File: src/rtl/conv2d_engine_if.sv
// Memory read ports and result stream of the conv2d engine.
// Read ports: data for the address driven in cycle t is returned in cycle t+1.
interface conv2d_engine_if #(
   parameter int DATA_W = 8,
   parameter int ADDR_W = 10,
   parameter int ACC_W  = 2*DATA_W+6
);
   logic [ADDR_W-1:0] src_addr;
   logic [DATA_W-1:0] src_data;
   logic [ADDR_W-1:0] ker_addr;
   logic [DATA_W-1:0] ker_data;
   // Result stream: out_valid/out_data/out_row/out_col stay stable until the
   // cycle where out_valid && out_ready, which is the single transfer cycle.
   logic              out_valid;
   logic              out_ready;
   logic [ACC_W-1:0]  out_data;
   logic [ADDR_W-1:0] out_row;
   logic [ADDR_W-1:0] out_col;

   modport master (
      output src_addr, input src_data,
      output ker_addr, input ker_data,
      output out_valid, input out_ready,
      output out_data, output out_row, output out_col
   );

   modport slave (
      input src_addr, output src_data,
      input ker_addr, output ker_data,
      input out_valid, output out_ready,
      input out_data, input out_row, input out_col
   );
endinterface

File: src/rtl/conv2d_engine.sv
// Strided 2-D convolution engine: loads a KxK kernel, then walks the image
// window by window, emitting one signed accumulated result per output pixel.
module conv2d_engine #(
   parameter int DATA_W = 8,
   parameter int K      = 3,
   parameter int IMG_W  = 28,
   parameter int IMG_H  = 28,
   parameter int ADDR_W = 10,
   parameter int ACC_W  = 2*DATA_W+6
) (
   input  logic              i_clk,
   input  logic              i_rst_n,
   input  logic              i_start,
   input  logic [2:0]        i_stride,
   input  logic [ADDR_W-1:0] i_src_base,
   input  logic [ADDR_W-1:0] i_ker_base,
   conv2d_engine_if.master   bus,
   output logic              o_busy,
   output logic              o_done,
   output logic [2:0]        o_dbg_state
);
   localparam int KK = K*K;
   localparam int CW = $clog2(KK+1);
   localparam int IW = (K > 1) ? $clog2(K) : 1;

   typedef enum logic [2:0] {IDLE, LOAD_KERNEL, MAC, EMIT, DONE} state_t;
   state_t state, state_n;

   logic [CW-1:0]     cnt, ker_idx;
   logic [IW-1:0]     ii, jj, ii_n, jj_n;
   logic [2:0]        stride_q;
   logic [ADDR_W-1:0] src_base_q, ker_base_q, src_addr_q, ker_addr_q;
   logic [ADDR_W-1:0] row_pos, col_pos, out_row_q, out_col_q, s_ext;
   logic [ACC_W-1:0]  acc, prod_ext;
   logic [DATA_W-1:0] ker [KK];
   logic signed [2*DATA_W-1:0] prod;
   logic kk_end, issue_more, last_col, last_row;

   // cnt counts issue cycles; the word arriving in cycle cnt belongs to index cnt-1.
   assign kk_end     = (cnt == CW'(KK));
   assign issue_more = (cnt < CW'(KK-1));
   assign ker_idx    = cnt - CW'(1);
   assign prod       = $signed(bus.src_data) * $signed(ker[ker_idx]);
   assign prod_ext   = {{(ACC_W-2*DATA_W){prod[2*DATA_W-1]}}, prod};
   assign s_ext      = ADDR_W'(stride_q);
   // A window is the last in its row/column when the next one would not fit.
   assign last_col   = (int'(col_pos) + int'(stride_q) + K) > IMG_W;
   assign last_row   = (int'(row_pos) + int'(stride_q) + K) > IMG_H;

   always_comb begin
      ii_n = ii;
      jj_n = jj + IW'(1);
      if (jj == IW'(K-1)) begin
         jj_n = '0;
         ii_n = ii + IW'(1);
      end
   end

   function automatic logic [ADDR_W-1:0] pix_addr(
      input logic [ADDR_W-1:0] base, input logic [ADDR_W-1:0] rp,
      input logic [ADDR_W-1:0] cp, input logic [IW-1:0] i, input logic [IW-1:0] j);
      return base + (rp + ADDR_W'(i)) * ADDR_W'(IMG_W) + cp + ADDR_W'(j);
   endfunction

   always_ff @(posedge i_clk or negedge i_rst_n) begin
      if (!i_rst_n) state <= IDLE;
      else          state <= state_n;
   end

   always_comb begin
      state_n       = state;
      o_busy        = 1'b0;
      o_done        = 1'b0;
      bus.out_valid = 1'b0;
      case (state)
         IDLE:        if (i_start) state_n = LOAD_KERNEL;
         LOAD_KERNEL: begin
            o_busy = 1'b1;
            if (kk_end) state_n = MAC;
         end
         MAC: begin
            o_busy = 1'b1;
            if (kk_end) state_n = EMIT;
         end
         EMIT: begin
            o_busy        = 1'b1;
            bus.out_valid = 1'b1;
            if (bus.out_ready) state_n = (last_col && last_row) ? DONE : MAC;
         end
         DONE: begin
            o_done  = 1'b1;
            state_n = IDLE;
         end
         default: state_n = IDLE;
      endcase
   end

   always_ff @(posedge i_clk or negedge i_rst_n) begin
      if (!i_rst_n) begin
         cnt <= '0; ii <= '0; jj <= '0; stride_q <= 3'd1;
         src_base_q <= '0; ker_base_q <= '0; src_addr_q <= '0; ker_addr_q <= '0;
         row_pos <= '0; col_pos <= '0; out_row_q <= '0; out_col_q <= '0; acc <= '0;
      end else begin
         case (state)
            IDLE: if (i_start) begin
               stride_q   <= (i_stride == 3'd0) ? 3'd1 : i_stride;
               src_base_q <= i_src_base;
               ker_base_q <= i_ker_base;
               ker_addr_q <= i_ker_base;
               cnt <= '0; ii <= '0; jj <= '0; acc <= '0;
               row_pos <= '0; col_pos <= '0; out_row_q <= '0; out_col_q <= '0;
            end
            LOAD_KERNEL: begin
               if (kk_end) begin
                  cnt        <= '0;
                  src_addr_q <= src_base_q;
               end else begin
                  cnt <= cnt + CW'(1);
                  if (issue_more) ker_addr_q <= ker_base_q + ADDR_W'(cnt) + ADDR_W'(1);
               end
            end
            MAC: begin
               if (cnt != '0) acc <= acc + prod_ext;
               if (kk_end) cnt <= '0;
               else begin
                  cnt <= cnt + CW'(1);
                  if (issue_more) begin
                     ii <= ii_n;
                     jj <= jj_n;
                     src_addr_q <= pix_addr(src_base_q, row_pos, col_pos, ii_n, jj_n);
                  end
               end
            end
            EMIT: if (bus.out_ready) begin
               acc <= '0; ii <= '0; jj <= '0;
               if (last_col) begin
                  col_pos    <= '0;
                  row_pos    <= row_pos + s_ext;
                  out_col_q  <= '0;
                  out_row_q  <= out_row_q + ADDR_W'(1);
                  src_addr_q <= pix_addr(src_base_q, row_pos + s_ext, '0, '0, '0);
               end else begin
                  col_pos    <= col_pos + s_ext;
                  out_col_q  <= out_col_q + ADDR_W'(1);
                  src_addr_q <= pix_addr(src_base_q, row_pos, col_pos + s_ext, '0, '0);
               end
            end
            default: ;
         endcase
      end
   end

   // Kernel storage survives reset and idle; it is rewritten on every job.
   always_ff @(posedge i_clk) begin
      if (state == LOAD_KERNEL && cnt != '0) ker[ker_idx] <= bus.ker_data;
   end

   assign bus.src_addr = src_addr_q;
   assign bus.ker_addr = ker_addr_q;
   assign bus.out_data = acc;
   assign bus.out_row  = out_row_q;
   assign bus.out_col  = out_col_q;
   assign o_dbg_state  = state;
endmodule

File: src/flat_wrapper.sv
// flat-port wrapper written by rule: the top's interface ports become plain ports
module conv2d_engine_flat 
#(
   parameter int DATA_W = 8,
   parameter int K      = 3,
   parameter int IMG_W  = 28,
   parameter int IMG_H  = 28,
   parameter int ADDR_W = 10,
   parameter int ACC_W  = 2*DATA_W+6
)
  (i_clk, i_rst_n, i_start, i_stride, i_src_base, i_ker_base, o_busy, o_done, o_dbg_state, bus_src_addr, bus_src_data, bus_ker_addr, bus_ker_data, bus_out_valid, bus_out_ready, bus_out_data, bus_out_row, bus_out_col);
  conv2d_engine_if #(.DATA_W(DATA_W), .ADDR_W(ADDR_W), .ACC_W(ACC_W)) bus_i ();
  input  logic i_clk;
  input  logic i_rst_n;
  input  logic i_start;
  input  logic [2:0] i_stride;
  input  logic [ADDR_W-1:0] i_src_base;
  input  logic [ADDR_W-1:0] i_ker_base;
  output logic o_busy;
  output logic o_done;
  output logic [2:0] o_dbg_state;
  output wire logic [$bits(bus_i.src_addr)-1:0] bus_src_addr;
  input wire logic [$bits(bus_i.src_data)-1:0] bus_src_data;
  output wire logic [$bits(bus_i.ker_addr)-1:0] bus_ker_addr;
  input wire logic [$bits(bus_i.ker_data)-1:0] bus_ker_data;
  output wire logic [$bits(bus_i.out_valid)-1:0] bus_out_valid;
  input wire logic [$bits(bus_i.out_ready)-1:0] bus_out_ready;
  output wire logic [$bits(bus_i.out_data)-1:0] bus_out_data;
  output wire logic [$bits(bus_i.out_row)-1:0] bus_out_row;
  output wire logic [$bits(bus_i.out_col)-1:0] bus_out_col;
  assign bus_src_addr = bus_i.src_addr;
  assign bus_i.src_data = bus_src_data;
  assign bus_ker_addr = bus_i.ker_addr;
  assign bus_i.ker_data = bus_ker_data;
  assign bus_out_valid = bus_i.out_valid;
  assign bus_i.out_ready = bus_out_ready;
  assign bus_out_data = bus_i.out_data;
  assign bus_out_row = bus_i.out_row;
  assign bus_out_col = bus_i.out_col;
  conv2d_engine #(.DATA_W(DATA_W), .K(K), .IMG_W(IMG_W), .IMG_H(IMG_H), .ADDR_W(ADDR_W), .ACC_W(ACC_W)) u_core (.i_clk(i_clk), .i_rst_n(i_rst_n), .i_start(i_start), .i_stride(i_stride), .i_src_base(i_src_base), .i_ker_base(i_ker_base), .bus(bus_i), .o_busy(o_busy), .o_done(o_done), .o_dbg_state(o_dbg_state));
endmodule
File: config.mk
export PLATFORM = sky130hd
export DESIGN_NAME = conv2d_engine_flat
export DESIGN_NICKNAME = d
export VERILOG_FILES = /design/src/rtl/conv2d_engine_if.sv /design/src/rtl/conv2d_engine.sv /design/src/flat_wrapper.sv
export SDC_FILE = /design/constraint.sdc
export NUM_CORES = 1
export LEC_CHECK = 0
export ABC_AREA = 0
export CAP_MARGIN = 20
export CELL_PAD_IN_SITES_DETAIL_PLACEMENT = 0
export CELL_PAD_IN_SITES_GLOBAL_PLACEMENT = 1
export CORE_ASPECT_RATIO = 0.7
export CORE_MARGIN = 2
export CORE_UTILIZATION = 44
export CTS_BUF_LIST = sky130_fd_sc_hd__clkbuf_8
export DETAILED_ROUTE_END_ITERATION = 10
export PLACE_DENSITY_LB_ADDON = 0.1
export SLEW_MARGIN = 30
export SYNTH_ARGS = -nofsm -noshare
export SYNTH_HDL_FRONTEND = slang
export SYNTH_SLANG_ARGS = --single-unit
File: constraint.sdc
create_clock -name i_clk -period 8.2 [get_ports i_clk]
set_clock_uncertainty 0.05 [all_clocks]
set_input_delay 1.23 -clock i_clk [delete_from_list [all_inputs] [get_ports i_clk]]
set_output_delay 1.23 -clock i_clk [all_outputs]
set_load 0.02 [all_outputs]
* Word level (Yosys, flattened, before mapping) *
Memory sizes are Yosys's and may differ from the RTL's.
Index checks and enable logic that the tools add are counted.
W data, S select, Z words.

cells by class
  $add $sub $neg = 22
  $mul = 4
  $lt $le $gt $ge = 3
  equality and inequality tests = 16
  muxes and demuxes = 52
  reductions and logical operators = 21

operator list
  kind                     count
  $mux W10                 17
  $pmux W10 S2             5
  $mux W22                 3
  $pmux W22 S3             1
  $add A32 B3 Y32 const B  2
  $gt A32 B6 Y1 const B    2
  $add A10 B10 Y10         5
  $add A10 B1 Y10 const B  3
  $mul A10 B3 Y8 const B   3
  $pmux W10 S3             1
  $add A10 B3 Y11          2
  $add A22 B22 Y22         1
  $add A10 B2 Y10          2
  $add A10 B3 Y10          2
  $mux W3                  6
  $mul A8 B8 Y16           1
  $mux W2                  8
  $reduce_and A4 Y1        4
  $ne A2 B1 Y1 const B     6
  $pmux W2 S3              2
  $pmux W3 S4              1
  $add A10 B4 Y10          1
  $reduce_and A5 Y1        2
  $mux W4                  2
  21 further kinds         36

storage, ports and cells
  register bits = 116
  memory bits (writable) = 72
  input port bits = 43
  output and inout port bits = 68
  word-level logic and storage cells = 133
  memories kept = 1

memories
  name        words  width  read ports  clocked after Yosys merged registers in  wr ports  line                 source
  u_core.ker  9      8      1           0                                        1         conv2d_engine.sv:35  logic [DATA_W-1:0] ker [KK];

* Longest topological paths before layout *
Gate-level depths: netlist of run 1.

  depth after elaboration = 10
  depth in mapped cells = 36
  gate-level depth less buffers = 33

* Worst setup path before layout of run 1 *
Ideal clock, no wire load.

  path kind = register -> register
  start point = register u_core.cnt[0]
  end point = register u_core.acc[21], in the netlist u_core.bus.out_data[21]
  arrival = 8185 ps
  data required time = 8063 ps
  slack = -121 ps
  stages on the path, launching flop included = 33
  buffers on the path = 3
  clock period less this slack = 8321 ps
  cells stage by stage = dfrtp_1 buf_1 inv_1 ha_1 clkbuf_1 clkbuf_1 mux4_2 mux2i_1 a21oi_1 and2_1 fa_1 inv_1 fa_1 inv_1 fa_1 inv_1 fa_1 inv_1 ha_1 and2_1 a22o_1 a311oi_1 nor3_1 nor2_1 ha_1 o21ai_0 a21oi_1 and3_1 o31a_1 nor3_1 o22ai_1 o41a_1 o211ai_1

on the way
  cells in the longest elaborated chain, start to end = 6

ends and longest elaborated chain
  element                   line                  source
  start: declaration        conv2d_engine.sv:29   logic [CW-1:0] cnt, ker_idx;
  start signal: assignment  conv2d_engine.sv:118  cnt <= cnt + CW'(1);
  start signal: assignment  conv2d_engine.sv:126  cnt <= cnt + CW'(1);
  $sub A4 B1 Y4             conv2d_engine.sv:42   assign ker_idx = cnt - CW'(1);
  $mem_v2 Z9 W8             n/a
  $mul A8 B8 Y16            conv2d_engine.sv:43   assign prod = $signed(bus.src_data) * $signed(ker[ker_idx]);
  $add A22 B22 Y22          conv2d_engine.sv:123  if (cnt != '0) acc <= acc + prod_ext;
  $mux W22                  conv2d_engine.sv:123
  $pmux W22 S3              conv2d_engine.sv:104  case (state)
  end signal: assignment    conv2d_engine.sv:123
  end: declaration          conv2d_engine.sv:34   logic [ACC_W-1:0] acc, prod_ext;

Several ways; a longest one is shown, not always the timed one. The select of a mux whose other input is x is not followed.
A chain may end at the register's enable or synchronous reset.

* Worst setup path in the final report of run 1 *
  start point = register u_core.cnt[0]
  end point = register u_core.acc[20], in the netlist u_core.bus.out_data[20]

The elaborated chain is that of the path after synthesis.

==> metrics.md, run 1 <==
| Metric | Value |
|---|---|
| DIE WIDTH | `around 230 microns` |
| Combinational family with the most area after synthesis | `adder cells` |
| Core footprint | `33600 sq um` |
| Synth Warn # | `0` |
| Final Max Tran Viols | `0` |
| CTS tree | `done` |
| Total GRT Usage | `0.221` |
| GPL Wtd Cong | `about 0.84` |
| Post-synth top area cell | `dfrtp_1` |
| Clock Latency Late Sink | `0.52 ns` |
| DR vias | `~11000` |
| Worst min path class | `reg2reg` |
| Number of flops mapped to enable cells by yosys | `72` |
| First-pass GRT wire length | `61200 microns` |
| Vias in the first global route | `10600` |
| Detailed placer's ending HPWL | `29600 microns` |
| Worst EP required | `~8.6 ns` |
| Die Ht | `159 microns` |
| Critical R2R Capture | `u_core.bus.out_data[20]` |
| Worst r2r src | `u_core.cnt[0]` |
| CP endpoint kind | `flip-flop` |
| Sink Count | `188` |
| Vias per Instance | `5.36` |
| Clock buffer depth | `2` |
| Post-synthesis async set-or-reset flop share | `0.617` |
| Post-synthesis net count | `around 1800` |
| Nets | `roughly 1900` |
| Seq cells post-synth | `about 190` |
| Final setup violation count | `0` |
| DRC Markers | `0` |
| Crit-path slowest cell | `fa_1` |
| Row cnt | `56` |
| Initial antenna violation count | `1` |
| Synth Cell Area | `between 15000 and 20000 sq um` |
| XOR/XNOR share of the synthesized area | `0.0650` |
| Root Driver | `clkbuf_8` |
| WHS Endpoint | `u_core.row_pos[9]` |
| Top Ports | `~110` |
| CP Launch Type | `flip-flop` |
| WL final | `38400 microns` |
| PortBufs | `between 100 and 150` |
| Final Util | `0.511` |
| Unrepaired setup endpoints after global routing | `no` |
| Maximum Capacitance Violations | `0` |
| Most used DFF post-synth | `dfrtp_1` |
| Post-synthesis mux area share | `0.0462` |
| Worst EP arrival | `8.06 ns` |
| Post-Layout Inst Area | `17200 sq um` |
| Worst slew pin tran | `0.809 ns` |
| R2r worst-path depth | `30` |
| Hold Startpoint | `u_core.row_pos[9]` |
| Clk slew on worst S/H paths | `around 0.12 ns` |
| Area share of the largest cell type after synthesis | `0.191` |
| Status | `finished clean` |
| Synth Area in Compound Gates | `0.134` |
| Crit Path Category | `reg2reg` |
| Worst setup margin | `0.503 ns` |
| Placement Setup Slack | `-0.0383 ns` |
| Hold Path Cell Cnt | `1` |
| Fin crit share | `0.939` |
| Total CTS buffers | `17` |
| Final Hold Viols | `0` |
| Fin cells | `2047` |
| Most common cell in the netlist | `inv_1` |
| R2R setup slack | `0.50 ns` |
| Worst path max stage delay | `~0.55 ns` |
| Iter 0 DRT Violations | `~670` |
| H-Tree Depth | `4` |
| Syn Area/Cell | `10.1 sq um` |
| CP max FO | `8` |
| # placed instances | `2012` |
| Layout area overhead | `13.9%` |
| Largest net degree at the start of global routing | `65` |
| Rel. slew slack | `0.461` |
| Post-Synth Simple-Gate Area | `0.128` |
| Share of layout cells above drive strength 1 | `0.0788` |
| WL per Instance | `about 19 microns` |
| Adder-cell area share of the yosys netlist | `0.234` |
| Sequential share of the synthesized area | `0.335` |
| Initial core utilization | `0.449` |
| Mapped Cells | `1489` |
| Routed Antenna Nets | `0` |
| DR pass1 iterations | `5` |
| Area contributors post-synth | `dfrtp_1 19%, edfxtp_1 14%, fa_1 13%` |
| Fin crit period | `7.70 ns` |
| Synth unique cells | `83` |
| Synth top cells by count | `182 x inv_1, 126 x ha_1, 118 x nand2_1, 115 x dfrtp_1, 98 x fa_1` |
| Placed Area | `16700 sq um` |
| Top achievable clock speed | `approximately 0.13 GHz` |
| Die area | `35800 sq um` |
| Total gr overflow | `0` |
## worst max path at each step
stage                        from  slack (ns)  cells past startpoint                      end
CTS                 u_core.cnt[0]        0.10                     32  u_core.bus.out_data[21]
global placement    u_core.cnt[0]        0.18                     32  u_core.bus.out_data[21]
floorplan           u_core.cnt[0]        0.13                     32  u_core.bus.out_data[21]
detailed placement  u_core.cnt[0]       -0.04                     31  u_core.bus.out_data[21]
finish              u_core.cnt[0]        0.50                     30  u_core.bus.out_data[20]
global route        u_core.cnt[0]        0.02                     33  u_core.bus.out_data[21]
## flip-flops by register name, indices dropped and copies added (netlist names)
register / flops
u_core.ker: 72
u_core.bus.out_data: 22
u_core.bus.ker_addr: 10
u_core.bus.out_col: 10
u_core.bus.out_row: 10
u_core.bus.src_addr: 10
u_core.col_pos: 10
u_core.ker_base_q: 10
u_core.row_pos: 10
u_core.src_base_q: 10
u_core.cnt: 4
u_core.o_dbg_state: 3
u_core.stride_q: 3
u_core.ii: 2
u_core.jj: 2
## area by class of cell
| class | instances | area [sq um] |
|---|---|---|
| clock buffer | 17 | 234 |
| timing repair buffer | 127 | 1230 |
| sequential | 188 | 5070 |
| fill | 3080 | 16400 |
| tap | 435 | 544 |
| inverter | 183 | 687 |
| clock inverter | 15 | 181 |
| multi-input combinational | 1081 | 9250 |
| antenna | 1 | 2.50 |
## what timing repair did
item | 4_1_cts | 5_1_grt
buffers inserted | 0 | 2
hold buffers | 0 | 0
pin swaps | 0 | 1
cloned | 0 | 0
endpoints found under the setup margin | 1 | 6
resized for setup | 2 | 15
## kinds of logic (layout without fill, tap and decap cells)
group | Yosys count | after routing
compound gates | 314 | 314
xor+xnor | 107 | 107
fa+ha+maj | 224 | 224
buf+inv | 220 | 342
flops | 188 | 188
mux | 48 | 48
other cells | 0 | 1
simple gates | 388 | 388
## cells in the final DEF, fill, tap and decap left out, drive strengths merged, types with 76 or more instances in the layout
master,instances
fa,98
inv,190
o21ai,102
a21oi,78
ha,126
dfrtp,115
clkdlybuf4s50,109
nand2,119
nor2,84
xnor2,76
## critical path, delay by kind of cell, from the launching register on
| kind | cells | cell delay (ns) |
|---|---|---|
| AOI/OAI and AO/OA | 11 | 2.33 |
| DFF | 1 | 0.39 |
| buffers and inverters | 5 | 0.52 |
| adders and majority gates | 7 | 3.14 |
| xor gates and xnor gates | 3 | 0.53 |
| and+or+nand+nor | 3 | 0.57 |
| muxes | 1 | 0.08 |
## through the flow
step | hold WS [ns] | TNS (ns)
3_5_place_dp | 0.424 | -0.0383
3_3_place_gp | 0.417 | 0
2_1_floorplan | 0.391 | 0
4_1_cts | 0.447 | 0
6_report | 0.447 | 0
5_1_grt | 0.469 | 0
## routing by layer
| metal | part of all wire | track usage |
|---|---|---|
| met1 | 0.55 | 0.363 |
| met2 | 0.39 | 0.297 |
| met3 | 0.049 | 0.0450 |
| met4 | 0.0093 | 0.0424 |
| met5 | 0.00036 | 0 |
Power of run 1 is left out: the tool's default activity adds up to more than one toggle a clock period on the data nets, which glitch-free logic cannot reach.
==> run 2: changes to the inputs <==
- CAP_MARGIN: 20 -> 5
- HOLD_SLACK_MARGIN: default -> 0.15
- SLEW_MARGIN: 30 -> 20
==> run 2 against run 1 <==
  * Sequential share of layout area about the same
  * First-iteration DRC count up 15%
  * Register-to-register slack worse by 0.06 ns
  * Sequential cell count unchanged
  * Cell area about the same
  * Utilization about the same
  * Die area unchanged
  * Largest cell class unchanged
  * Routed wire length down 0.64%
  * Non-clock buffer count unchanged
  * Global-route usage down 0.058 points
  * Hold slack worse by 0.0041 ns
==> metrics.md, run 2 (synthesized netlist as in run 1, its figures left out) <==
| Metric | Value |
|---|---|
| Status | `finished clean (unchanged)` |
| Crit-path slowest cell | `fa_1 (unchanged)` |
| Share of layout cells above drive strength 1 | `0.0776 (was 0.0788)` |
| R2r worst-path depth | `32 (was 30)` |
| Iter 0 DRT Violations | `764 (was 666)` |
| PortBufs | `110 (unchanged)` |
| Total gr overflow | `0 (unchanged)` |
| Most frequent cells in the layout | `182 x inv_1, 126 x ha_1, 118 x nand2_1 (unchanged)` |
| DR pass1 iterations | `5 (unchanged)` |
| Sink Count | `188 (unchanged)` |
| Core footprint | `33600 sq um (unchanged)` |
| Final setup violation count | `0 (unchanged)` |
| Maximum Capacitance Violations | `0 (unchanged)` |
| Clk slew on worst S/H paths | `0.13 ns (was 0.12 ns)` |
| Final setup TNS | `0 ns (unchanged)` |
| Vias in the first global route | `10600 (about the same)` |
| Final Max Tran Viols | `0 (unchanged)` |
| WL final | `38100 microns (was 38400 microns)` |
| R2R setup slack | `0.44 ns (was 0.50 ns)` |
| CP max FO | `8 (unchanged)` |
| Critical R2R Capture | `u_core.bus.out_data[21] (was u_core.bus.out_data[20])` |
| Reg with most FFs | `u_core.ker (unchanged)` |
| GPL Wtd Cong | `0.842 (unchanged)` |
| Crit Path Category | `reg2reg (unchanged)` |
| Nets | `1865 (unchanged)` |
| Fin crit share | `0.946 (was 0.939)` |
| Commonest non-fill, non-tap cell in the layout | `inv_1 (unchanged)` |
| Total GRT Usage | `0.221 (about the same)` |
| Delay-heaviest family, CP | `adder cells (unchanged)` |
| Worst r2r src | `u_core.cnt[0] (unchanged)` |
| CP Launch Type | `flip-flop (unchanged)` |
| Final Hold Viols | `0 (unchanged)` |
| CTS tree | `done (unchanged)` |
| CP endpoint kind | `flip-flop (unchanged)` |
| DR vias | `10900 (was 11000)` |
| Rel. slew slack | `0.291 (was 0.461)` |
| Clock Latency Late Sink | `0.53 ns (was 0.52 ns)` |
| First-pass GRT wire length | `61100 microns (was 61200 microns)` |
| Total CTS buffers | `17 (unchanged)` |
| Worst path depth | `32 (was 30)` |
| Fin crit period | `7.76 ns (was 7.70 ns)` |
| Worst EP required | `8.57 ns (was 8.56 ns)` |
| Worst EP arrival | `8.13 ns (was 8.06 ns)` |
| Die Ht | `159 microns (unchanged)` |
| Worst setup startpoint | `u_core.cnt[0] (unchanged)` |
| WL per Instance | `18.6 microns (was 18.7 microns)` |
| Worst min path class | `reg2reg (unchanged)` |
| Vias per Instance | `5.32 (was 5.36)` |
| Unrepaired setup endpoints after global routing | `no (unchanged)` |
| Detailed placer's ending HPWL | `29300 microns (was 29600 microns)` |
| Ant. Diodes | `0 (was 1)` |
| Max reg flops | `72 (unchanged)` |
| Worst path max stage delay | `0.55 ns (about the same)` |
| Root Driver | `clkbuf_8 (unchanged)` |
| Layout area overhead | `13.9% (about the same)` |
| Post-Layout Inst Area | `17200 sq um (about the same)` |
| Fin cells | `2046 (was 2047)` |
| Crit path buffers/inverters | `5 (unchanged)` |
| Final Util | `0.511 (about the same)` |
| DRC Markers | `0 (unchanged)` |
| DIE WIDTH | `225 microns (unchanged)` |
| Top achievable clock speed | `0.129 GHz (was 0.130 GHz)` |
| Initial core utilization | `0.449 (unchanged)` |
| Largest net degree at the start of global routing | `65 (unchanged)` |
| Initial antenna violation count | `1 (unchanged)` |
| # placed instances | `2012 (unchanged)` |
| H-Tree Depth | `4 (unchanged)` |
| Routed Antenna Nets | `0 (unchanged)` |
| Die area | `35800 sq um (unchanged)` |
| Placed Area | `16700 sq um (about the same)` |
| Clock buffer depth | `2 (unchanged)` |
| Top Ports | `111 (unchanged)` |
| Crit path to | `u_core.bus.out_data[21] (was u_core.bus.out_data[20])` |
| Worst slew pin tran | `1.06 ns (was 0.809 ns)` |
| Row cnt | `56 (unchanged)` |
[run 2: changes by cell type in the layout (fill, tap and decap cells not counted), sizes merged]
cell / delta
diode: -1
inv: +1
clkinv: -1
[run 2: cell type report]
class,instances,area [sq um]
fill,3066,16400
multi-input combinational,1081,9250
timing repair buffer,127,1230
tap,435,544
sequential,188,5070
inverter,183,687
clock inverter,15,184
clock buffer,17,234
[run 2: worst min-delay path by stage]
stage | to | start | cells after the start
floorplan | u_core.row_pos[9] | u_core.row_pos[9] | 1
global placement | u_core.bus.ker_addr[0] | u_core.bus.ker_addr[0] | 2
detailed placement | u_core.bus.ker_addr[0] | u_core.bus.ker_addr[0] | 2
CTS | u_core.row_pos[9] | u_core.row_pos[9] | 1
global route | u_core.bus.src_addr[9] | u_core.bus.src_addr[9] | 2
finish | u_core.row_pos[9] | u_core.row_pos[9] | 1
[run 2: routing by layer]
layer	track usage	share of wire	wire length, microns
met1	0.359	0.54	20700
met2	0.295	0.39	14800
met3	0.0478	0.057	2170
met4	0.0482	0.012	442
met5	0	0.00024	9
[run 2: repair_timing]
item,CTS,global route
hold buffers,0,0
pin swaps,0,1
cloned,0,0
resized for setup,1,18
setup endpoints to repair,1,8
buffers inserted,0,2
[run 2: metrics by stage]
stage | worst slack, ns | hold slack (ns)
2_1_floorplan | 0.126 | 0.391
3_3_place_gp | 0.180 | 0.417
3_5_place_dp | -0.00521 | 0.427
4_1_cts | 0.0528 | 0.452
5_1_grt | 0.0103 | 0.475
6_report | 0.440 | 0.443
Power of run 2 is left out for the same reason.
==> run 3: changes to the inputs <==
- CORE_MARGIN: 2 -> 5
- PLACE_DENSITY: default -> 0.89
- PLACE_DENSITY_LB_ADDON: 0.1 -> default
- REMOVE_ABC_BUFFERS: default -> 1
==> run 3 against run 2 <==
  * Critical path depth is 1 lower
  * Routed wire length is 0.31% higher
  * Utilization is 0.072 points higher
  * Sequential cell count stayed put
  * Hold slack gained 0.0012 ns
  * Final cell count up 1.7%
  * Cell area up 0.35%
  * Global-route usage is 1.7 points lower
  * Largest cell class unchanged
  * Maximum frequency down 0.58%
==> metrics.md, run 3 (synthesized netlist as in run 1, its figures left out) <==
| Metric | Value |
|---|---|
| Status | `finished clean (unchanged)` |
| Final Hold Viols | `0 (unchanged)` |
| Worst hold slack | `0.444 ns (was 0.443 ns)` |
| WL final | `38200 microns (was 38100 microns)` |
| DR vias | `11100 (was 10900)` |
| Top achievable clock speed | `0.128 GHz (was 0.129 GHz)` |
| Initial core utilization | `0.448 (was 0.449)` |
| Die Ht | `165 microns (was 159 microns)` |
| Total GRT Usage | `0.204 (was 0.221)` |
| Total CTS buffers | `17 (unchanged)` |
| Core footprint | `33700 sq um (was 33600 sq um)` |
| Crit-path slowest cell | `fa_2 (was fa_1)` |
| Worst slew pin tran | `1.13 ns (was 1.06 ns)` |
| Top Ports | `111 (unchanged)` |
| Root Driver | `clkbuf_8 (unchanged)` |
| Worst EP arrival | `8.17 ns (was 8.13 ns)` |
| Clock Latency Late Sink | `0.51 ns (was 0.53 ns)` |
| Reg with most FFs | `u_core.ker (unchanged)` |
| Final Max Tran Viols | `0 (unchanged)` |
| Post-Layout Inst Area | `17300 sq um (was 17200 sq um)` |
| DR pass1 iterations | `5 (unchanged)` |
| WL per Instance | `18.4 microns (was 18.6 microns)` |
| CP Launch Type | `flip-flop (unchanged)` |
| Final setup TNS | `0 ns (unchanged)` |
| Iter 0 DRT Violations | `878 (was 764)` |
| Worst path max stage delay | `0.63 ns (was 0.55 ns)` |
| Worst min path class | `reg2reg (unchanged)` |
| Vias in the first global route | `11000 (was 10600)` |
| PortBufs | `110 (unchanged)` |
| Maximum Capacitance Violations | `0 (unchanged)` |
| Max reg flops | `72 (unchanged)` |
| Nets | `1871 (was 1865)` |
| Rel. slew slack | `0.242 (was 0.291)` |
| Row cnt | `56 (unchanged)` |
| Total gr overflow | `0 (unchanged)` |
| Largest net degree at the start of global routing | `74 (was 65)` |
| Worst EP required | `8.56 ns (was 8.57 ns)` |
| Ant. Diodes | `0 (unchanged)` |
| Die area | `38200 sq um (was 35800 sq um)` |
| Clock buffer depth | `2 (unchanged)` |
| CP max FO | `6 (was 8)` |
| DRC Markers | `0 (unchanged)` |
| Vias per Instance | `5.34 (was 5.32)` |
| Sink Count | `188 (unchanged)` |
| Clk slew on worst S/H paths | `0.12 ns (was 0.13 ns)` |
| Initial antenna violation count | `2 (was 1)` |
| CP endpoint kind | `flip-flop (unchanged)` |
| CTS tree | `done (unchanged)` |
| Layout area overhead | `14.3% (was 13.9%)` |
| Critical path's most frequent cell | `inv_1` |
| Routed Antenna Nets | `0 (unchanged)` |
| DIE WIDTH | `231 microns (was 225 microns)` |
| Share of layout cells above drive strength 1 | `0.0804 (was 0.0776)` |
| Fin crit period | `7.81 ns (was 7.76 ns)` |
| Detailed placer's ending HPWL | `29600 microns (was 29300 microns)` |
| First-pass GRT wire length | `60800 microns (was 61100 microns)` |
| Fin crit share | `0.952 (was 0.946)` |
| Crit Path Category | `reg2reg (unchanged)` |
| Final setup violation count | `0 (unchanged)` |
| Placed Area | `16700 sq um (about the same)` |
| Commonest non-fill, non-tap cell in the layout | `inv_1 (unchanged)` |
| GPL Wtd Cong | `0.884 (was 0.842)` |
| Most frequent cells in the layout | `184 x inv_1, 124 x ha_1, 118 x nand2_1 (was 182 x inv_1, 126 x ha_1, 118 x nand2_1)` |
| H-Tree Depth | `4 (unchanged)` |
## run 3: changes by cell type in the layout (fill, tap and decap cells not counted), moves of 2 or more
| cell | delta |
|---|---|
| inv_6 | +3 |
| clkinv_8 | -3 |
| inv_1 | +2 |
| buf_4 | +4 |
| buf_6 | +2 |
| inv_12 | -3 |
| ha_1 | -2 |
## run 3: repair_timing
action	CTS	global route
pin swaps	0	2
setup buffers	0	7
gates resized for setup	2	19
endpoints found under the setup margin	1	9
hold buffers	0	0
## run 3: worst max-delay path: cells and delay by family, from the launching register on
family / cells / cell delay, ns
adder cells (fa/ha/maj): 7 / 3.08
AO/OA/AOI/OAI: 9 / 1.55
AND/OR/NAND/NOR: 6 / 1.39
buffers and inverters: 7 / 0.71
flip-flops: 1 / 0.40
XOR/XNOR: 1 / 0.26
multiplexers: 1 / 0.25
## run 3: path summary, 6_finish.rpt
path	from	slack, ns	end	cells past startpoint
worst max-delay path	u_core.cnt[0]	0.39	u_core.bus.out_data[21]	31
min in group asynchronous	i_rst_n	0.72	u_core.bus.ker_addr[4]	1
worst min-delay path	u_core.row_pos[9]	0.44	u_core.row_pos[9]	1
worst max register to register	u_core.cnt[0]	0.39	u_core.bus.out_data[21]	31
max in group asynchronous	i_rst_n	6.27	u_core.ker_base_q[2]	2
worst min register to register	u_core.row_pos[9]	0.44	u_core.row_pos[9]	1
## run 3: final cells by class
cell class / count / area (sq um)
clock inverters: 15 / 131
repair buffers: 133 / 1280
well taps: 464 / 581
clock buffers: 17 / 234
fillers: 3034 / 16400
inverters: 183 / 687
flip-flops and latches: 188 / 5070
multi-input cells: 1081 / 9280
## run 3: stage by stage
step | instances | util | setup WS, ns
after floorplan | 1452 | - | -0.281
after global placement | 2042 | 0.497 | 0.112
after detailed placement | 2042 | 0.497 | -0.149
after CTS | 2074 | 0.508 | 0.0432
after global routing | 2081 | 0.512 | -0.0631
final | 2081 | 0.512 | 0.395
## run 3: per-layer routing
layer | track usage | part of all wire | vias to the layer above
met4 | 0.0346 | 0.0084 | 4
li1 | - | - | 5348
met1 | 0.322 | 0.51 | 5404
met3 | 0.0553 | 0.075 | 25
met2 | 0.281 | 0.40 | 324
met5 | 0 | 0.00071 | -
Power of run 3 is left out for the same reason.
